===== src/rtl/sram_arb_pkg.sv =====
// Shared types for the two-master SRAM arbiter: master ids and SRAM read latency.
// No logic; imported by the arbiter core and the top level.
`timescale 1ns/1ps
package sram_arb_pkg;

  typedef enum logic {
    MST_INSTR = 1'b0,
    MST_DATA  = 1'b1
  } master_e;

  localparam int unsigned SRAM_RD_LATENCY = 1;

endpackage


===== src/rtl/sram_arb_rr.sv =====
// Two-way round-robin arbiter: combinational one-hot grant, rr_q flips to the other master after a grant.
// Zero latency; grants are forced low while rst_i is high.
`timescale 1ns/1ps
module sram_arb_rr
  import sram_arb_pkg::*;
(
  input  logic       clk_i,
  input  logic       rst_i,
  input  logic [1:0] req_i,
  output logic [1:0] gnt_o
);

  master_e rr_q, rr_d;

  always_comb begin
    gnt_o = 2'b00;
    rr_d  = rr_q;
    if (!rst_i) begin
      case (req_i)
        2'b01:   gnt_o = 2'b01;
        2'b10:   gnt_o = 2'b10;
        2'b11:   gnt_o = (rr_q == MST_INSTR) ? 2'b01 : 2'b10;
        default: gnt_o = 2'b00;
      endcase
    end
    if (gnt_o[0]) begin
      rr_d = MST_DATA;
    end else if (gnt_o[1]) begin
      rr_d = MST_INSTR;
    end
  end

  always_ff @(posedge clk_i or posedge rst_i) begin
    if (rst_i) begin
      rr_q <= MST_INSTR;
    end else begin
      rr_q <= rr_d;
    end
  end

endmodule


===== src/rtl/sram_arbiter.sv =====
// Shares one single-port SRAM between instr and data masters; one grant per cycle, rvalid 1 cycle after grant
// (2 with SRAM_ARB_RSP_REG_EN, which registers rvalid/rdata). Losing master simply keeps req high.
`timescale 1ns/1ps
module sram_arbiter
  import sram_arb_pkg::*;
#(
  parameter int ADDR_W = 14
) (
  input  logic              clk_i,
  input  logic              rst_i,
  input  logic              instr_req_i,
  output logic              instr_gnt_o,
  output logic              instr_rvalid_o,
  input  logic [31:0]       instr_addr_i,
  output logic [31:0]       instr_rdata_o,
  input  logic              data_req_i,
  output logic              data_gnt_o,
  output logic              data_rvalid_o,
  input  logic              data_we_i,
  input  logic [3:0]        data_be_i,
  input  logic [31:0]       data_addr_i,
  input  logic [31:0]       data_wdata_i,
  output logic [31:0]       data_rdata_o,
  output logic              sram_req_o,
  output logic              sram_we_o,
  output logic [3:0]        sram_be_o,
  output logic [ADDR_W-1:0] sram_addr_o,
  output logic [31:0]       sram_wdata_o,
  input  logic [31:0]       sram_rdata_i
);

  logic [1:0] gnt;
  logic       rsp_vld_q, rsp_vld_d;
  master_e    rsp_id_q, rsp_id_d;

  sram_arb_rr u_rr (
    .clk_i (clk_i),
    .rst_i (rst_i),
    .req_i ({data_req_i, instr_req_i}),
    .gnt_o (gnt)
  );

  assign instr_gnt_o = gnt[0];
  assign data_gnt_o  = gnt[1];

  // Address bits above the SRAM size and the byte offset are dropped, so accesses wrap.
  always_comb begin
    sram_req_o   = |gnt;
    sram_we_o    = 1'b0;
    sram_be_o    = 4'hF;
    sram_addr_o  = instr_addr_i[ADDR_W+1:2];
    sram_wdata_o = data_wdata_i;
    rsp_vld_d    = |gnt;
    rsp_id_d     = MST_INSTR;
    if (gnt[1]) begin
      sram_we_o   = data_we_i;
      sram_be_o   = data_be_i;
      sram_addr_o = data_addr_i[ADDR_W+1:2];
      rsp_id_d    = MST_DATA;
    end
  end

  always_ff @(posedge clk_i or posedge rst_i) begin
    if (rst_i) begin
      rsp_vld_q <= 1'b0;
      rsp_id_q  <= MST_INSTR;
    end else begin
      rsp_vld_q <= rsp_vld_d;
      rsp_id_q  <= rsp_id_d;
    end
  end

`ifdef SRAM_ARB_RSP_REG_EN
  logic        instr_rvalid_q, instr_rvalid_d;
  logic        data_rvalid_q, data_rvalid_d;
  logic [31:0] rdata_q, rdata_d;

  // rdata only loads on a response so it holds steady through the rvalid cycle.
  always_comb begin
    instr_rvalid_d = rsp_vld_q && (rsp_id_q == MST_INSTR);
    data_rvalid_d  = rsp_vld_q && (rsp_id_q == MST_DATA);
    rdata_d        = rsp_vld_q ? sram_rdata_i : rdata_q;
  end

  always_ff @(posedge clk_i or posedge rst_i) begin
    if (rst_i) begin
      instr_rvalid_q <= 1'b0;
      data_rvalid_q  <= 1'b0;
      rdata_q        <= 32'h0;
    end else begin
      instr_rvalid_q <= instr_rvalid_d;
      data_rvalid_q  <= data_rvalid_d;
      rdata_q        <= rdata_d;
    end
  end

  assign instr_rvalid_o = instr_rvalid_q;
  assign data_rvalid_o  = data_rvalid_q;
  assign instr_rdata_o  = rdata_q;
  assign data_rdata_o   = rdata_q;
`else
  assign instr_rvalid_o = rsp_vld_q && (rsp_id_q == MST_INSTR);
  assign data_rvalid_o  = rsp_vld_q && (rsp_id_q == MST_DATA);
  assign instr_rdata_o  = sram_rdata_i;
  assign data_rdata_o   = sram_rdata_i;
`endif

  logic unused_addr_bits;
  assign unused_addr_bits = ^{instr_addr_i[31:ADDR_W+2], instr_addr_i[1:0],
                              data_addr_i[31:ADDR_W+2], data_addr_i[1:0]};

endmodule

===== config.mk =====
export PLATFORM = sky130hd
export DESIGN_NAME = sram_arbiter
export DESIGN_NICKNAME = d
export VERILOG_FILES = /design/src/rtl/sram_arb_pkg.sv /design/src/rtl/sram_arb_rr.sv /design/src/rtl/sram_arbiter.sv
export SDC_FILE = /design/constraint.sdc
export NUM_CORES = 1
export LEC_CHECK = 0
export ABC_AREA = 1
export ABC_CLOCK_PERIOD_IN_PS = 1000
export CORE_MARGIN = 8
export CORE_UTILIZATION = 16
export DETAILED_ROUTE_END_ITERATION = 6
export HOLD_SLACK_MARGIN = 0.1
export PLACE_DENSITY_LB_ADDON = 0.05
export SLEW_MARGIN = 25
export SYNTH_ARGS = -nofsm -noshare
export SYNTH_HDL_FRONTEND = slang
export SYNTH_SLANG_ARGS = --single-unit

===== constraint.sdc =====
create_clock -name clk_i -period 1 [get_ports clk_i]
set_input_delay 0.2 -clock clk_i [delete_from_list [all_inputs] [get_ports clk_i]]
set_output_delay 0.2 -clock clk_i [all_outputs]
set_load 0.02 [all_outputs]

== Word-level counts from Yosys, hierarchy flattened ==
Cells that the tools add are included.

* Input port bits: 137
* Register bits: 3

* Bitwise operators: 1
* Eq/ne operators: 3
* Multiplexer cells: 9
* Reduce and logical (&&, ||, !) cells: 4

{| class="wikitable"
|+ Operator list
! operator !! count
|-
| 2-to-1 mux 14 bit || 1
|-
| case mux 2 bit (3 select lines) || 1
|-
| == test 2 bit, second input constant || 2
|-
| 2-to-1 mux 1 bit || 4
|-
| 2-to-1 mux 2 bit || 2
|-
| 2-to-1 mux 4 bit || 1
|-
| == test 2 x 1 -> 1 bit, second input constant || 1
|-
| logical AND 1 bit || 2
|-
| nonzero test 2 bit || 1
|-
| OR reduction 2 bit || 1
|-
| inverter 1 bit || 1
|}

== Logic depth before layout (Yosys ltp) ==
Gate-level depths: netlist of run 1.

* Depth after elaboration: 5
* Mapped depth: 6
* Depth with buffers taken out: 5

== Modules after synthesis ==
From an unflattened synthesis of run 1, not the netlist that was laid out.

* Cell total of the unflattened synthesis: 171
* Area, all modules: 1112.3 sq um

{| class="wikitable"
|+ By module, submodules not included
! module !! cells each !! instances !! area each (sq um) !! sequential area each (sq um)
|-
| sram_arbiter || 160 || 1 || 1037.2 || 50.0
|-
| sram_arb_rr || 11 || 1 || 75.1 || 25.0
|}

== Worst setup path before layout of run 1 ==
OpenSTA, ideal clock, no wires.

* Path kind: register to output
* From: register u_rr.rr_q
* To: output port sram_be_o[0]
* Data required time: 800 ps
* Path buffers: 0
* Cell stages (with the launch flop): 6
* Setup slack: -188 ps
* Arrival time: 988 ps
* Cells stage by stage: dfrtp_1 -> inv_1 -> nand2_2 -> nand2_4 -> inv_1 -> nand2_1

* Cells in the longest elaborated chain, start to end: 4

{| class="wikitable"
|+ RTL lines
! item !! RTL line !! RTL
|-
| start: declaration || sram_arb_rr.sv:13 || <nowiki>master_e rr_q, rr_d;</nowiki>
|-
| start signal: assignment || sram_arb_rr.sv:37 || <nowiki>rr_q <= rr_d;</nowiki>
|-
| 2-to-1 mux 2 bit || sram_arb_rr.sv:22 || <nowiki>2'b11: gnt_o = (rr_q == MST_INSTR) ? 2'b01 : 2'b10;</nowiki>
|-
| case mux 2 bit (3 select lines) || sram_arb_rr.sv:19 || <nowiki>case (req_i)</nowiki>
|-
| 2-to-1 mux 2 bit || sram_arb_rr.sv:18 || <nowiki>if (!rst_i) begin</nowiki>
|-
| named net data_gnt_o || sram_arbiter.sv:17 || <nowiki>output logic data_gnt_o,</nowiki>
|-
| 2-to-1 mux 4 bit || sram_arbiter.sv:55 || <nowiki>if (gnt[1]) begin</nowiki>
|-
| end: declaration || sram_arbiter.sv:26 || <nowiki>output logic [3:0] sram_be_o,</nowiki>
|}

The timed path passes the listed nets, and every way through them passes these cells.

== Final worst setup path of run 1 ==
* From: register u_rr.rr_q
* To: output port sram_addr_o[1]

* Cells in the longest elaborated chain, start to end: 4

{| class="wikitable"
|+ RTL lines
! item !! RTL line !! RTL
|-
| 2-to-1 mux 2 bit || sram_arb_rr.sv:22 ||
|-
| case mux 2 bit (3 select lines) || sram_arb_rr.sv:19 ||
|-
| 2-to-1 mux 2 bit || sram_arb_rr.sv:18 ||
|-
| 2-to-1 mux 14 bit || sram_arbiter.sv:55 ||
|-
| end: declaration || sram_arbiter.sv:27 || <nowiki>output logic [ADDR_W-1:0] sram_addr_o,</nowiki>
|}

Every way passes these cells.

==> results of run 1 <==
## area by class of cell
| class | count | area, um^2 |
|---|---|---|
| fillers | 766 | 5340 |
| repair buffers | 71 | 746 |
| multi-input cells | 56 | 415 |
| well taps | 96 | 120 |
| flip-flops and latches | 3 | 75.1 |
| inverters | 12 | 57.6 |
| clock buffers | 4 | 45.0 |
## timing repair
item / CTS / global route
resized for setup: 158 / 18
endpoints found under the setup margin: 27 / 25
pin swaps: 7 / 3
setup buffers: 0 / 1
endpoints found under the hold margin: 0 / 0
cloned: 0 / 0
## final timing paths
kind                                     to  slack, ns
setup / recovery             sram_addr_o[1]      -0.41
hold / removal                    rsp_vld_q       0.19
setup reg to reg                  rsp_vld_q      -0.04
hold reg to reg                   u_rr.rr_q       0.58
max in group asynchronous          rsp_id_q       0.72
min in group clk_i         sram_wdata_o[30]       0.40
## synth_stat cells
master	n	share of area, %
buf_6	1	1.0
nand2_2	1	0.56
nand2_1	35	12
nor2_2	1	0.56
nor2_8	1	1.8
nor2_1	1	0.33
nand2_4	1	1.0
dfrtp_1	3	6.7
inv_1	11	3.7
inv_2	1	0.33
buf_4	98	65
o21ai_0	1	0.44
nand3_1	15	6.7
## worst max-delay path: stages, from the launching register on
cell and delay [ns]:
dfrtp_1 0.38, inv_2 0.08, nand2_4 0.08, buf_4 0.18, nand3_1 0.10, nand2_2 0.06, buf_6 0.12
## power by group
part | switching, mW | internal (mW)
Combinational | 0.337 | 0.384
Clock | 0.0832 | 0.272
Sequential | 0.00734 | 0.135
## stage by stage
stage / power (mW) / hold slack [ns] / instance area (um^2) / cells / worst slack (ns)
6_report: 1.22 / 0.189 / 1460 / 242 / -0.414
3_5_place_dp: 0.788 / 0.400 / 1270 / 237 / -1.07
3_3_place_gp: 0.789 / 0.400 / 1270 / 237 / -1.10
2_1_floorplan: 0.977 / -0.0379 / 1210 / 170 / -0.188
5_1_grt: 1.30 / 0.196 / 1460 / 242 / -0.485
4_1_cts: 1.20 / 0.189 / 1370 / 241 / -0.425
## cells in the final DEF (no fill, tap or decap)
| cell type | Yosys | routed |
|---|---|---|
| buf_12 | 0 | 2 |
| nand2_8 | 0 | 1 |
| nand2_4 | 1 | 10 |
| buf_4 | 98 | 7 |
| inv_1 | 11 | 9 |
| dfrtp_1 | 3 | 3 |
| nand3_2 | 0 | 4 |
| nor2_4 | 0 | 1 |
| nor2_8 | 1 | 1 |
| inv_2 | 1 | 2 |
| nand2_2 | 1 | 20 |
| nand3_1 | 15 | 11 |
| buf_6 | 1 | 25 |
| clkinv_8 | 0 | 1 |
| nor2_1 | 1 | 1 |
| buf_8 | 0 | 1 |
| nand2_1 | 35 | 6 |
| dlygate4sd2_1 | 0 | 3 |
| clkbuf_8 | 0 | 3 |
| clkbuf_1 | 0 | 1 |
| o21ai_0 | 1 | 1 |
| clkdlybuf4s50_1 | 0 | 33 |
## routing by layer
metal | wire length, um | up-vias | global-route usage [%] | part of all wire, %
met2 | 1440 | 62 | 9.03 | 42
met5 | 0 | - | 0 | 0
met1 | 1270 | 324 | 7.18 | 37
li1 | - | 368 | - | -
met3 | 439 | 44 | 3.60 | 13
met4 | 265 | 0 | 6.05 | 7.8
## flip-flops by register name, indices dropped and copies added, names as in the netlist
register	count
u_rr.rr_q	1
rsp_vld_q	1
rsp_id_q	1
## kinds of logic after synthesis
family                 synth area share (%)
buffers and inverters                  70.3
AND/OR/NAND/NOR                        22.6
AO/OA/AOI/OAI                         0.444
flip-flops                             6.67
==> impl_metrics.yaml, run 1 <==
worst_setup_path:
  r2r-start: "u_rr.rr_q"
  path_class: "flop to primary output"
  crit_fanout: 6
  cp-end-kind: "primary output"
  crit_path_start: "u_rr.rr_q"
  arrival_ns: 1.21
  critPathRequiredTime_ns: 0.80
  rr_worst_depth: 6
  startpoint_type: "flop"
detailed_routing:
  routed_wl_um: 3420
  firstDrtPassIters: 3
  post-route-drc-count: 0
  ant_nets: 0
  vias: 798
  wire_per_inst_um: 14.1
  drt_iter0_markers: 5
  drt-vias-per-instance: 3.30
placed_design:
  hpwl_um: 2850
  gp_congestion: 0.691
  port_buffers: 60
grt:
  grt_max_degree: 9
  grt_pass1_vias: 906
  antenna_found_initial: 0
  grt.total_usage_pct: 6.62
  grt_pass1_wl_um: 5220
  gr-total-overflow: 0
floorplanning:
  die_w_um: 99.9
  dieArea_mm2: 0.00998
  die_y_um: 99.9
  fp.coreArea_mm2: 0.00679
  start_util_pct: 16.6
  io_pins: 257
  row_count: 30
sta:
  rsz0062_at_grt: "yes"
  tns_ns: -8.40
  fmax_mhz: 707
  min_period_ns: 1.41
  slew_viol_final: 0
  relSlewSlack_pct: 85.0
  finalSetupViolations: 25
  hold_viol: 0
  finalClockSkew_ns: 0.000955
  tightest_slew_ns: 0.225
  finalCritPeriodShare_pct: 141
  timing.final.ws_setup_ns: -0.414
cts:
  cts_tree: "yes"
  cts-buffers-inserted: 3
  root_buffer: "clkbuf_8"
  cts_buffer_depth: 2
  cts.sinks: 3
  clk_latency_ns: 0.22
  clk_pin_slew_ns: 0.03
  cts-htree-levels: 1
  ctsHoldBuffers: 0
yosys:
  ys_ff_latch: 3
  syn_area_mm2: 0.00113
  avgSynthCellArea_um2: 6.62
  synth_cell_types: 13
  syn_nets: 307
  ys_warn_count: 0
  synth_cells: 170
  ys_seq_area_share_pct: 6.67
cells_and_area:
  diodes: 0
  final_core_util_pct: 21.5
  syn_to_final_growth_pct: 29.6
  drive_gt1_share_pct: 53.4
  layout.nets: 284
power:
  p_leak_nw: 0.680
  p_per_area_mw_per_mm2: 835
  vdd_drop_max_uv: 285
outcome:
  violations: "negative setup slack"
  outcome: "finished, violations left"
run:
  drv_cap: 0
min_path:
  hold_path_class: "input pin to async pin"
No activity file was read; power rests on OpenSTA's default activity.
==> inputs of run 2 (changes only) <==
ABC_CLOCK_PERIOD_IN_PS = 1700   (was 1000)
CORE_AREA = 8 8 94 96   (was not set)
CORE_MARGIN = not set   (was 8)
CORE_UTILIZATION = not set   (was 16)
DIE_AREA = 0 0 102 104   (was not set)
clock period = 1.7 ns   (was 1 ns; I/O delays follow)
==> run 2 against run 1 <==
Compared with the run above:
- the run now ends clean
- sequential share of layout area up 1.0 points
- die area up 6.3%
- cell area down 17%
- via count up 3.3%
- power down 47%
- register-to-register slack better by 0.74 ns
- largest power group unchanged
- highest routed layer unchanged
==> impl_metrics.yaml, run 2 (synthesis gave the netlist of run 1 again) <==
floorplanning:
  start_util_pct: 15.1
  die_y_um: 104
  die_w_um: 102
  io_pins: 257
  dieArea_mm2: 0.0106
  row_count: 32
  fp.coreArea_mm2: 0.00745
worst_setup_path:
  arrival_ns: 1.28
  crit_family: "buffers and inverters"
  critPathSlowestCell: "dlygate4sd2_1"
  crit_buf_inv: 3
  path_class: "input pin to primary output"
  path_cells: "dlygate4sd2_1 > nand2_8 > buf_12 > nand3_1 > nand2_1 > buf_2"
  crit_fanout: 14
  critPathRequiredTime_ns: 1.36
  startpoint_type: "input pin"
  critPathMaxStageDelay_ns: 0.31
  cp-end-kind: "primary output"
cells_and_area:
  diodes: 0
  final_core_util_pct: 16.3
  seqCellArea_um2: 75.1
  layoutNonFillerInstCount: 247
  final_common_cell: "clkdlybuf4s50_1"
  n_fill_cell: 886
  syn_to_final_growth_pct: 8.00
  multiInputGateArea_um2: 320
  layout.nets: 283
  layout_common_cells: "clkdlybuf4s50_1 (34), nand2_1 (32), nand3_1 (15), buf_2 (15), inv_1 (9)"
  layout_top_registers: "rsp_id_q x1, rsp_vld_q x1, u_rr.rr_q x1"
  drive_gt1_share_pct: 32.4
sta:
  relSlewSlack_pct: 83.8
  hold_viol: 0
  finalSetupViolations: 0
  timing.final.ws_setup_ns: 0.0817
  min_period_ns: 1.62
  rsz0062_at_grt: "no"
  tightest_slew_ns: 0.243
  finalCritPeriodShare_pct: 95.2
  fmax_mhz: 618
  finalClockSkew_ns: 0.00654
  slew_viol_final: 0
placed_design:
  dp_cells: 239
  gp_congestion: 0.654
  port_buffers: 60
  place_ws_ns: -0.693
  hpwl_um: 3340
power:
  p_per_area_mw_per_mm2: 535
  swShare_pct: 36.9
  p_int_mw: 0.410
  p_leak_nw: 0.600
  power_frac_seq_pct: 12.9
  switching_power_mw: 0.240
  total_power_mw: 0.650
  comb_power_share_pct: 53.9
  vdd_drop_max_uv: 192
  clock_power_share_pct: 33.2
cts:
  clk_latency_ns: 0.22
  ctsHoldBuffers: 0
  cts-buffers-inserted: 3
  cts_buffer_depth: 2
  cts.sinks: 3
  clk_pin_slew_ns: 0.04
  cts-htree-levels: 1
  cts_tree: "yes"
  root_buffer: "clkbuf_8"
detailed_routing:
  drt-vias-per-instance: 3.34
  firstDrtPassIters: 3
  post-route-drc-count: 0
  routed_wl_um: 4140
  vias: 824
  ant_nets: 0
  drt_iter0_markers: 8
  wire_per_inst_um: 16.8
grt:
  grt_pass1_wl_um: 6240
  antenna_found_initial: 0
  gr-total-overflow: 0
  grt.total_usage_pct: 7.83
  grt_pass1_vias: 985
  grt_max_degree: 15
run:
  drv_cap: 0
min_path:
  hold_path_class: "input pin to async pin"
outcome:
  outcome: "finished, final reports clean"
==> run 2: path summary, 6_finish.rpt <==
check	start	endpoint	slack, ns	cells past startpoint
worst min register to register	u_rr.rr_q	u_rr.rr_q	0.62	2
max in group asynchronous	rst_i	rsp_id_q	1.46	3
worst max register to register	u_rr.rr_q	rsp_vld_q	0.70	5
worst max-delay path	instr_req_i	sram_addr_o[10]	0.08	6
min in group clk_i	data_req_i	u_rr.rr_q	0.51	4
worst min-delay path	rst_i	u_rr.rr_q	0.14	3
==> run 2: power by group through the flow <==
stage	Sequential (mW)	Combinational (mW)	Clock [mW]
after floorplan	0.0830	0.467	0
after CTS	0.0829	0.351	0.218
after global routing	0.0844	0.387	0.231
after global placement	0.0843	0.349	0
final	0.0837	0.351	0.216
after detailed placement	0.0841	0.342	0
==> run 2: what timing repair did <==
| item | CTS | global route |
|---|---|---|
| setup endpoints to repair | 22 | 19 |
| pin swaps | 3 | 2 |
| buffers inserted | 1 | 0 |
| gates resized for setup | 100 | 14 |
| gates cloned | 3 | 0 |
==> run 2: cell type report <==
cell class	instances	area share, %
repair buffers	68	49.4
multi-input cells	58	26.3
well taps	102	10.5
flip-flops and latches	3	6.17
inverters	12	3.91
clock buffers	4	3.70
==> run 2: per-stage QoR <==
step	area [um^2]	hold slack, ns	TNS (ns)
after floorplan	1130	0.102	0
after global placement	1150	0.581	-13.67
after detailed placement	1150	0.576	-13.55
after CTS	1210	0.321	0
after global routing	1220	0.153	0
final	1220	0.136	0
==> run 2: layer usage <==
layer / up-vias / global-route usage (%) / wire, um
met5: - / 0 / 0
met4: 0 / 4.20 / 171
met3: 26 / 6.36 / 822
met2: 92 / 12.4 / 1800
met1: 333 / 6.83 / 1350
li1: 373 / - / -
==> run 2: worst register-to-register path: stages, from the launching register on <==
cell	delay, ns
dfrtp_1	0.38
inv_2	0.10
nand2_8	0.10
nand2_8	0.11
nand2_1	0.07
buf_4	0.13
==> inputs of run 3 (changes only) <==
CORE_AREA = 2 2 100 102   (was 8 8 94 96)
SYNTH_HIERARCHICAL = 1   (was not set)
==> run 3 against run 2 <==
Compared with the run above:
- first-iteration DRC count is the same
- global-route usage shrank 1.9 points
- synthesized cell count grew 0.59%
- flip-flop and latch count is the same
- sequential power grew 0.5%
- critical path type is now flop to primary output
- highest routed layer unchanged
==> impl_metrics.yaml, run 3 <==
outcome:
  outcome: "finished, final reports clean"
cells_and_area:
  diodes: 0
  final_core_util_pct: 13.8
  seqCellArea_um2: 75.1
  final_common_cell: "nand2_1"
  layout.nets: 285
  finalInstanceArea_mm2: 0.00132
  n_fill_cell: 1135
  syn_to_final_growth_pct: 18.8
  drive_gt1_share_pct: 36.1
  multiInputGateArea_um2: 254
  layout_common_cells: "nand2_1 (42), clkdlybuf4s50_1 (33), buf_6 (16)"
  layout_top_registers: "rsp_id_q x1, rsp_vld_q x1, u_rr/rr_q x1"
power:
  total_power_mw: 0.660
  p_leak_nw: 0.652
  p_per_area_mw_per_mm2: 499
  vdd_drop_max_uv: 162
worst_setup_path:
  startpoint_type: "flop"
  crit_fanout: 8
  critPathMaxStageDelay_ns: 0.37
  r2r-start: "u_rr/rr_q"
  rr_worst_depth: 5
  reg2reg_to: "rsp_vld_q"
  path_class: "flop to primary output"
  crit_buf_inv: 4
  path_common_cell: "buf_6"
  rrSetupSlack_ns: 0.57
  critPathSlowestCell: "dfrtp_1"
  crit_family: "buffers and inverters"
  critPathRequiredTime_ns: 1.36
  cp-end-kind: "primary output"
  arrival_ns: 1.36
  path_cells: "inv_2 > a21oi_4 > buf_6 > buf_12 > or2_4 > buf_6"
yosys:
  synth_cells: 171
  ys_ff_latch: 3
  synth_edf_count: 0
  ys_seq_area_share_pct: 6.75
  synth_cell_types: 11
  ys_async_sr_fraction_pct: 100
  yosys.area.top_type: "buf_4"
  ys_warn_count: 6
  synthTopCellsByArea: "buf_4 (66%), nand2_1 (16%), dfrtp_1 (6.7%)"
  ys_top_cells_by_count: "buf_4 (98), nand2_1 (46), inv_1 (10)"
  avgSynthCellArea_um2: 6.50
  synthFlopType: "dfrtp_1"
  syn_area_mm2: 0.00111
  synth_top_area_share_pct: 66.1
  yosysMostFrequentCell: "buf_4"
  syn_nets: 308
placed_design:
  port_buffers: 60
  hpwl_um: 2790
  place_area_mm2: 0.00118
  place_ws_ns: -0.718
  gp_congestion: 0.734
sta:
  finalSetupViolations: 0
  finalCritPeriodShare_pct: 100
  relSlewSlack_pct: 80.4
  slew_viol_final: 0
  hold_ws_ns: 0.442
  min_period_ns: 1.70
  fmax_mhz: 588
  hold_viol: 0
  finalClockSkew_ns: 0.00394
  tightest_slew_ns: 0.294
  rsz0062_at_grt: "yes"
  timing.final.ws_setup_ns: 0.000624
detailed_routing:
  routed_wl_um: 3480
  ant_nets: 0
  drt_iter0_markers: 8
  firstDrtPassIters: 4
  wire_per_inst_um: 12.4
  post-route-drc-count: 0
  vias: 814
  drt-vias-per-instance: 2.91
cts:
  cts_tree: "yes"
  cts_buffer_depth: 2
  root_buffer: "clkbuf_8"
  clk_pin_slew_ns: 0.03
  clk_latency_ns: 0.22
  cts.sinks: 3
  cts-buffers-inserted: 3
  cts-htree-levels: 1
grt:
  gr-total-overflow: 0
  grt_max_degree: 15
  grt.total_usage_pct: 5.90
  grt_pass1_wl_um: 4720
  antenna_found_initial: 0
  grt_pass1_vias: 840
floorplanning:
  dieArea_mm2: 0.0106
  die_w_um: 102
  io_pins: 257
  start_util_pct: 11.6
  die_y_um: 104
  fp.coreArea_mm2: 0.00955
  row_count: 36
min_path:
  holdPathStages: 4
  holdPathEnd: "u_rr/rr_q"
  min-delay-start: "data_req_i"
  hold_path_class: "input pin to flop"
run:
  drv_cap: 0
-- run 3: power breakdown --
part / total (mW) / leakage, nW / internal, mW / switching (mW)
registers: 0.0841 / 0.0374 / 0.0794 / 0.00472
logic: 0.365 / 0.592 / 0.203 / 0.163
clock network: 0.210 / 0.0228 / 0.160 / 0.0502
-- run 3: final cells by class --
cell class / instances / area share [%]
clock buffer: 4 / 3.41
timing repair buffer: 72 / 55.3
inverter: 12 / 3.79
multi-input combinational: 56 / 19.2
sequential: 3 / 5.68
tap: 133 / 12.6
-- run 3: how the worst max path moves through the flow --
stage | cells after the start | slack (ns) | startpoint | to
finish | 6 | 0.0006 | u_rr/rr_q | sram_req_o
global route | 7 | -0.05 | u_rr/rr_q | sram_be_o[3]
CTS | 6 | -0.007 | u_rr/rr_q | sram_req_o
detailed placement | 7 | -0.72 | data_req_i | sram_addr_o[13]
global placement | 8 | -0.73 | rst_i | sram_addr_o[0]
floorplan | 7 | 0.14 | rst_i | sram_addr_o[10]
-- run 3: per-stage QoR --
step,TNS (ns),instances
after floorplan,0,171
after detailed placement,-14.63,270
after CTS,-0.00679,280
after global placement,-14.73,270
final,0,280
after global routing,-0.463,280
-- run 3: logic make-up (layout without fill, tap and decap cells) --
kind of cell           Yosys count  count (layout)  synth area share (%)
buffers and inverters          112              88                  72.2
AND/OR/NAND/NOR                 55              55                  20.2
flip-flops                       3               3                  6.75
AO/OA/AOI/OAI                    1               1                 0.788
-- run 3: worst register-to-register path: stages, from the launching register on --
cell and delay (ns):
dfrtp_1 0.37, inv_2 0.07, a21oi_4 0.07, buf_6 0.14, buf_12 0.13, or2_4 0.23
-- run 3: what timing repair did --
item / 4_1_cts / 5_1_grt
hold buffers: 2 / 0
resized for setup: 121 / 22
setup endpoints to repair: 22 / 23
cloned: 1 / 0
pin swaps: 3 / 7
setup buffers: 3 / 1
hold endpoints to repair: 3 / 0
-- run 3: metal layers --
layer | routed length (um) | GRT usage, %
met4 | 148 | 3.71
met1 | 1070 | 5.19
met2 | 1650 | 9.73
met3 | 612 | 3.90
met5 | 0 | 0
